$ cat src/rtl/rcv_frame_ctrl.sv
// Receive-path frame sequencer: parses length-prefixed frames, forwards payload
// through a one-entry output register, checks the additive checksum and counts good frames.
module rcv_frame_ctrl #(
    parameter int MAX_LEN = 16,
    parameter int TIMEOUT = 255
) (
    input  logic       clk,
    input  logic       rst_n,
    input  logic       in_valid,
    input  logic [7:0] in_data,
    output logic       in_ready,
    output logic       out_valid,
    output logic [7:0] out_data,
    output logic       out_last,
    input  logic       out_ready,
    output logic       frame_ok,
    output logic       frame_err,
    output logic [1:0] err_code,
    output logic [7:0] frame_cnt
);

    typedef enum logic [1:0] {IDLE, PAYLOAD, CHECK} state_t;

    localparam logic [7:0] LEN_MAX = 8'(MAX_LEN);
    localparam logic [7:0] TO_LAST = 8'(TIMEOUT - 1);

    state_t     state_q;
    logic [7:0] sum_q, cnt_q, idle_q;
    logic       out_valid_q, out_last_q, frame_ok_q, frame_err_q;
    logic [7:0] out_data_q, frame_cnt_q;
    logic [1:0] err_code_q;

    logic       accept, len_ok, timeout_hit;
    logic [7:0] sum_d;

    always_comb begin
        in_ready    = (state_q == PAYLOAD) ? (!out_valid_q || out_ready) : 1'b1;
        accept      = in_valid && in_ready;
        len_ok      = (in_data != 8'd0) && (in_data <= LEN_MAX);
        sum_d       = sum_q + in_data;
        // Only true idle cycles count; a backpressured byte (in_valid=1) never times out.
        timeout_hit = (state_q != IDLE) && !in_valid && (idle_q == TO_LAST);
    end

    always_ff @(posedge clk or negedge rst_n) begin
        if (!rst_n) begin
            state_q     <= IDLE;
            sum_q       <= 8'd0;
            cnt_q       <= 8'd0;
            idle_q      <= 8'd0;
            out_valid_q <= 1'b0;
            out_data_q  <= 8'd0;
            out_last_q  <= 1'b0;
            frame_ok_q  <= 1'b0;
            frame_err_q <= 1'b0;
            err_code_q  <= 2'b00;
            frame_cnt_q <= 8'd0;
        end else begin
            frame_ok_q  <= 1'b0;
            frame_err_q <= 1'b0;
            // Drain first; a payload load below overrides this in the same cycle.
            if (out_valid_q && out_ready)
                out_valid_q <= 1'b0;

            case (state_q)
                IDLE: begin
                    idle_q <= 8'd0;
                    if (accept) begin
                        if (len_ok) begin
                            sum_q   <= in_data;
                            cnt_q   <= in_data;
                            state_q <= PAYLOAD;
                        end else begin
                            frame_err_q <= 1'b1;
                            err_code_q  <= 2'b01;
                        end
                    end
                end
                PAYLOAD: begin
                    if (accept) begin
                        idle_q      <= 8'd0;
                        sum_q       <= sum_d;
                        cnt_q       <= cnt_q - 8'd1;
                        out_valid_q <= 1'b1;
                        out_data_q  <= in_data;
                        out_last_q  <= (cnt_q == 8'd1);
                        if (cnt_q == 8'd1)
                            state_q <= CHECK;
                    end else if (timeout_hit) begin
                        idle_q      <= 8'd0;
                        frame_err_q <= 1'b1;
                        err_code_q  <= 2'b11;
                        state_q     <= IDLE;
                    end else if (!in_valid) begin
                        idle_q <= idle_q + 8'd1;
                    end
                end
                CHECK: begin
                    if (accept) begin
                        idle_q  <= 8'd0;
                        state_q <= IDLE;
                        if (in_data == sum_q) begin
                            frame_ok_q  <= 1'b1;
                            frame_cnt_q <= frame_cnt_q + 8'd1;
                        end else begin
                            frame_err_q <= 1'b1;
                            err_code_q  <= 2'b10;
                        end
                    end else if (timeout_hit) begin
                        idle_q      <= 8'd0;
                        frame_err_q <= 1'b1;
                        err_code_q  <= 2'b11;
                        state_q     <= IDLE;
                    end else if (!in_valid) begin
                        idle_q <= idle_q + 8'd1;
                    end
                end
                default: state_q <= IDLE;
            endcase
        end
    end

    assign out_valid = out_valid_q;
    assign out_data  = out_data_q;
    assign out_last  = out_last_q;
    assign frame_ok  = frame_ok_q;
    assign frame_err = frame_err_q;
    assign err_code  = err_code_q;
    assign frame_cnt = frame_cnt_q;

endmodule

$ cat config.mk
export PLATFORM = sky130hd
export DESIGN_NAME = rcv_frame_ctrl
export DESIGN_NICKNAME = d
export VERILOG_FILES = /design/src/rtl/rcv_frame_ctrl.sv
export SDC_FILE = /design/constraint.sdc
export NUM_CORES = 1
export LEC_CHECK = 0
export CAP_MARGIN = 5
export CORE_UTILIZATION = 56
export DETAILED_ROUTE_END_ITERATION = 16
export PLACE_DENSITY_LB_ADDON = 0.12
export SLEW_MARGIN = 20
export SYNTH_ARGS = -nofsm -noshare
export SYNTH_HDL_FRONTEND = slang
export SYNTH_SLANG_ARGS = --single-unit
$ cat constraint.sdc
create_clock -name clk -period 2.4 [get_ports clk]
set_clock_uncertainty 0.15 [all_clocks]
set_input_delay 0.48 -clock clk [delete_from_list [all_inputs] [get_ports clk]]
set_output_delay 0.48 -clock clk [all_outputs]
set_load 0.02 [all_outputs]
# ---- After elaboration in Yosys (flattened, before gate mapping)
# Index checks and enable logic that the tools add are counted.
dict set report op_classes {
  n_eq_ne 13
  addsub 4
  muxes 38
  n_lt_le_gt_ge 1
  reduce_logical 21
}
# operator count
set ops {}
lappend ops {{two-way mux 8 bit} 7}
lappend ops {{one-hot mux 8 bit (2 select lines)} 3}
lappend ops {{two-way mux 2 bit} 12}
lappend ops {{adder 8 x 1 -> 8 bit (second input constant)} 2}
lappend ops {{two-way mux 1 bit} 13}
lappend ops {{one-hot mux 2 bit (3 select lines)} 2}
lappend ops {{!= test 2 bit (second input constant)} 5}
lappend ops {{adder 8 bit} 1}
lappend ops {{== test 8 x 1 -> 1 bit (second input constant)} 1}
lappend ops {{== test 8 bit} 1}
lappend ops {{== test 8 bit (second input constant)} 1}
lappend ops {{<= comparator 8 x 5 -> 1 bit (second input constant)} 1}
lappend ops {{nonzero test 8 bit} 1}
lappend ops {{subtractor 8 x 1 -> 8 bit (second input constant)} 1}
lappend ops {{AND reduction 3 bit} 2}
lappend ops {{nonzero test 2 bit} 3}
lappend ops {{logical AND 1 bit} 5}
lappend ops {{AND reduction 5 bit} 1}
lappend ops {{!= test 4 x 2 -> 1 bit (second input constant)} 1}
lappend ops {{AND reduction 2 bit} 2}
lappend ops {{AND reduction 4 bit} 1}
lappend ops {{!= test 3 x 2 -> 1 bit (second input constant)} 1}
lappend ops {{!= test 3 bit (second input constant)} 1}
lappend ops {{one-hot mux 1 bit (3 select lines)} 1}
lappend ops {{other kinds (7)} 8}
dict set report totals {
  input_bits 12
  word_cells 88
  reg_bits 48
  output_inout_bits 23
}

# ---- Depth between registers and ports, before layout
dict set report logic_depth {
  ltp_word 6
  ltp_mapped 9
  depth_no_buf 8
}

# ---- Least setup slack after synthesis
# No wires, ideal clock.
dict set report synth_timing {
  path_type {in2reg}
  startpoint {input in_data[5]}
  endpoint {register frame_cnt_q[1], in the netlist frame_cnt[1]}
  arrival_ns 2.023
  t_required_ns 2.125
  path_stages 7
  path_slack_ns 0.103
  n_path_buf 2
  setup_time_ns 0.125
  path_cell_list {ha_1 -> clkbuf_1 -> nor4_1 -> and3_1 -> and3_1 -> buf_2 -> mux2_2}
}
dict set report synth_via {
  elab_chain_len 2
}
# item line
set synth_rtl {}
lappend synth_rtl {{from (decl)} 10} ;# input logic [7:0] in_data,
lappend synth_rtl {{== test 8 bit} 102} ;# if (in_data == sum_q) begin
lappend synth_rtl {{AND reduction 3 bit (no line)} n/a}
lappend synth_rtl {{to (signal assigned)} 104} ;# frame_cnt_q <= frame_cnt_q + 8'd1;
lappend synth_rtl {{to (decl)} 30} ;# logic [7:0] out_data_q, frame_cnt_q;
# Every way passes these cells.
# A chain may end at the register's enable or synchronous reset.

# ---- Final worst setup path
dict set report layout_timing {
  startpoint {input in_data[6]}
  endpoint {register frame_cnt_q[1], in the netlist frame_cnt[1]}
}
# The elaborated chain is that of the path after synthesis.

==> reports/results.txt <==
Compared with the post-synthesis result, the final layout area differs by 33.0%. No sink is reached through more buffers than the 2 on the longest clock path. The floorplan step defined a core boundary enclosing 4850 µm². The power per standard cell area works out to 1040 nW/µm². For the via count of the first global-routing pass, the log shows 2461. Pin placement for this block handled 35 I/O pins. The length of the first detailed-routing pass in iterations was 5. TritonCTS built the clock tree. The design draws 4.01 mW.

Buffers placed on the I/O ports in this run total 34. The required time of the worst setup path was 2.43 ns; the number of filler instances in the final layout was 334. The worst setup path is launched from a primary input. The post-synthesis instance total was 300; the count of routing violations after the opening detailed-route iteration was 182. The final critical path takes up 97.9% of the cycle.

The analysis attributes to cell leakage a power of 1.73 nW. The worst-path maximum fanout was 8; the maximum number of pins on one net before global-route repair was 26. The horizontal die dimension is 73.8 µm. The logs give 0.000666 V for the highest ir drop seen on vdd and 2.38 ns for the arrival time at the worst endpoint.

The total die area is 5450 µm², and the clock slew seen by the registers of the worst setup and hold paths is 0.10 ns. The initial utilization of the core area, before any placement, comes to 59.6%. The count of standard-cell rows came out at 25.

Once placement finished, the instance area stood at 3590 µm². The wire-length estimate of the detail-placed layout is 4.92 mm. After synthesis, flip-flops and latches occupy 41.6% of the total area. In this run the worst hold path is classified as primary input to async pin. For this run, the top clock speed supported by timing is 426 MHz. During synthesis, Yosys emitted a total of 0 warnings. The first global-routing pass estimated 11.1 mm of wire.

The critical path goes through clkdlybuf4s50_1 -> ha_1 -> nor4_2 -> and3_1 -> and3_4 -> buf_12 -> mux2_2. The run finished with clean final reports. The tools report the weighted congestion reported at the end of routability-driven placement as 0.910.

The final layout contains 404 nets. After synthesis, the share of flip-flops with an asynchronous set or reset is 100%. For the worst-skew pair, the clock arrives at the later sink with an insertion delay of 0.30 ns. For this run, the slowest stage of the critical path takes 0.47 ns.

Worst hold slack: 0.0257 ns. After synthesis, the netlist uses 58 different library cells. The run gives 5 as the number of buffers inserted during clock tree synthesis.

The post-synthesis instance area is 2890 µm². The antenna diode count was 0. STA classifies the critical path endpoint as a flop. The run gives 0 as the max-slew violation count. The height of the die was 73.8 µm; the pin slew with the least headroom to its limit was 0.599 ns. The worst path needs 2.35 ns of the cycle, external delays included.

The number of nets produced by synthesis was 330. The H-tree generated during clock tree synthesis spans 2 levels. A synthesized cell averages 9.63 µm². The critical path start-end classification is primary input to flop. The finished cells cover 3840 µm².

Using the TritonRoute via totals, the vias-per-cell ratio works out to 5.82. The count of vias placed by the detailed router came out at 2568. For the number of nets still failing antenna checks after routing, the log shows 0.

Setup violations remaining at the end of the flow were counted as 0. Cells with a size suffix above 1 make up 23.0% of the layout. For this run, the total global-route usage over all layers was measured as 27.2%.

Headroom to the max-slew limit came out at 60.1%. Counting flops with a built-in enable in the synthesized netlist gives 0. The main flop type after synthesis is sky130_fd_sc_hd__dfrtp_1. The DRC violations left was 0; the leftover overflow at the end of global routing was 0. The buffer type at the clock tree root was sky130_fd_sc_hd__clkbuf_8. The number of antenna violations at the first check in global routing came out at 0. The total wire length was 6.98 mm.

Critical-path cell with the highest stage delay: sky130_fd_sc_hd__clkdlybuf4s50_1. The number of hold violations in the final report was 0; the number of register bits inferred by synthesis was 48. After detailed routing, the average wire length per cell comes to 15.8 µm. Max-cap violations in this run came to 0. CTS saw 48 sinks.
area by class of cell:
type	count	area, µm²	share of cell area [%]
Sequential cell	48	1200	31.3
Inverter	17	63.8	1.66
Clock buffer	5	68.8	1.79
Tap cell	67	83.8	2.18
Clock inverter	2	60.1	1.56
Multi-Input combinational cell	223	1660	43.1
Timing Repair Buffer	79	708	18.4
stage by stage:
stage               TNS, ns  std cells  utilization [%]  setup WS, ns
floorplan                 0        300                -         0.103
global placement      -7.64        432             74.0        -0.437
detailed placement    -8.67        432             74.0        -0.469
CTS                       0        441             78.1       0.00482
global route        -0.0448        441             79.2       -0.0386
finish                    0        441             79.2        0.0505
routing by layer:
layer	track usage (%)	routed length [µm]	up-vias	part of all wire, %
li1	-	-	1226	-
met3	4.53	302	14	4.3
met1	32.4	2970	1254	43
met2	48.6	3590	74	51
met4	10.5	116	0	1.7
met5	0	0	-	0
cell families after synthesis:
kind of cell | after synthesis | share of synthesized area (%)
compound gates | 73 | 17.1
xor+xnor | 16 | 4.85
fa+ha+maj | 18 | 8.06
buf+inv | 29 | 4.50
flops | 48 | 41.6
mux | 15 | 5.63
simple gates | 101 | 18.3
power by group:
group	total, mW	internal [mW]	switching [mW]	leakage (nW)
combinational	2.09	0.997	1.09	1.04
clock	0.681	0.410	0.271	0.0642
sequential	1.24	1.04	0.197	0.626
total	4.01	2.45	1.56	1.73
cells in the mapped netlist, drive strengths merged (4+ instances only):
cell     count  area [µm²]
a2111oi      4        41.3
a211oi       4        30.0
a21o         5        37.5
a21oi       13        65.1
and3         6        37.5
buf          8        51.3
clkbuf       4        15.0
dfrtp       48        1200
ha          17         213
inv         16        60.1
mux2         7        78.8
mux2i        8        83.8
nand2       32         120
nand3        5        25.0
nand4        8        50.1
nor2        18        67.6
nor3         7        35.0
nor4         7        65.1
o21ai       23         119
o31ai        4        30.0
xnor2       10        87.6
xor2         6        52.6
registers in the layout, summed over array words and instances (netlist names):
signal	cells
err_code	2
frame_err	1
out_valid	1
idle_q	8
frame_ok	1
frame_cnt	8
out_data	8
sum_q	8
out_last	1
cnt_q	8
state_q	2
path summary, 6_finish.rpt:
kind | start | to | slack [ns] | cells past startpoint
max in group asynchronous | rst_n | frame_err$_DFF_PN0_ | 1.45 | 2
hold / removal | rst_n | state_q[1]$_DFFE_PN0P_ | 0.03 | 1
setup / recovery | in_data[6] | frame_cnt[1]$_DFFE_PN0P_ | 0.05 | 7
min in group clk | frame_cnt[7]$_DFFE_PN0P_ | frame_cnt[7]$_DFFE_PN0P_ | 0.32 | 1
setup reg to reg | state_q[0]$_DFFE_PN0P_ | idle_q[1]$_DFFE_PN0P_ | 0.23 | 7
hold reg to reg | frame_cnt[7]$_DFFE_PN0P_ | frame_cnt[7]$_DFFE_PN0P_ | 0.32 | 1
cells in the final DEF (no fill, tap or decap), types with 4 or more instances in the layout:
cell                              Yosys  final
sky130_fd_sc_hd__and3_1               6      5
sky130_fd_sc_hd__mux2_2               7      7
sky130_fd_sc_hd__xnor2_1             10     10
sky130_fd_sc_hd__dlygate4sd2_1        0      4
sky130_fd_sc_hd__nand4_1              8      8
sky130_fd_sc_hd__nand2_1             32     32
sky130_fd_sc_hd__buf_4                0     41
sky130_fd_sc_hd__xor2_1               6      6
sky130_fd_sc_hd__a21oi_1             13     13
sky130_fd_sc_hd__dfrtp_1             48     48
sky130_fd_sc_hd__mux2i_1              7      7
sky130_fd_sc_hd__inv_1               16     16
sky130_fd_sc_hd__o21ai_0             22     20
sky130_fd_sc_hd__clkdlybuf4s50_1      0     26
sky130_fd_sc_hd__nor4_1               5      4
sky130_fd_sc_hd__a21o_1               5      5
sky130_fd_sc_hd__ha_1                17     14
sky130_fd_sc_hd__nor3_1               7      7
sky130_fd_sc_hd__clkbuf_8             0      5
sky130_fd_sc_hd__nand3_1              5      5
sky130_fd_sc_hd__nor2_1              18     17
critical path, delay by kind of cell:
family	cells	cell delay (ns)
adders and majority gates	1	0.37
and+or+nand+nor	3	0.62
buffers and inverters	2	0.59
muxes	1	0.32
repair_timing:
action                                  in CTS  in global routing
buffers inserted                             2                  0
endpoints found under the setup margin      14                 11
hold buffers                                 0                  0
pin swaps                                    4                  3
gates resized for setup                     19                 11
hold endpoints to repair                     0                  0
Note: power is estimated with default switching activity, not from simulation.
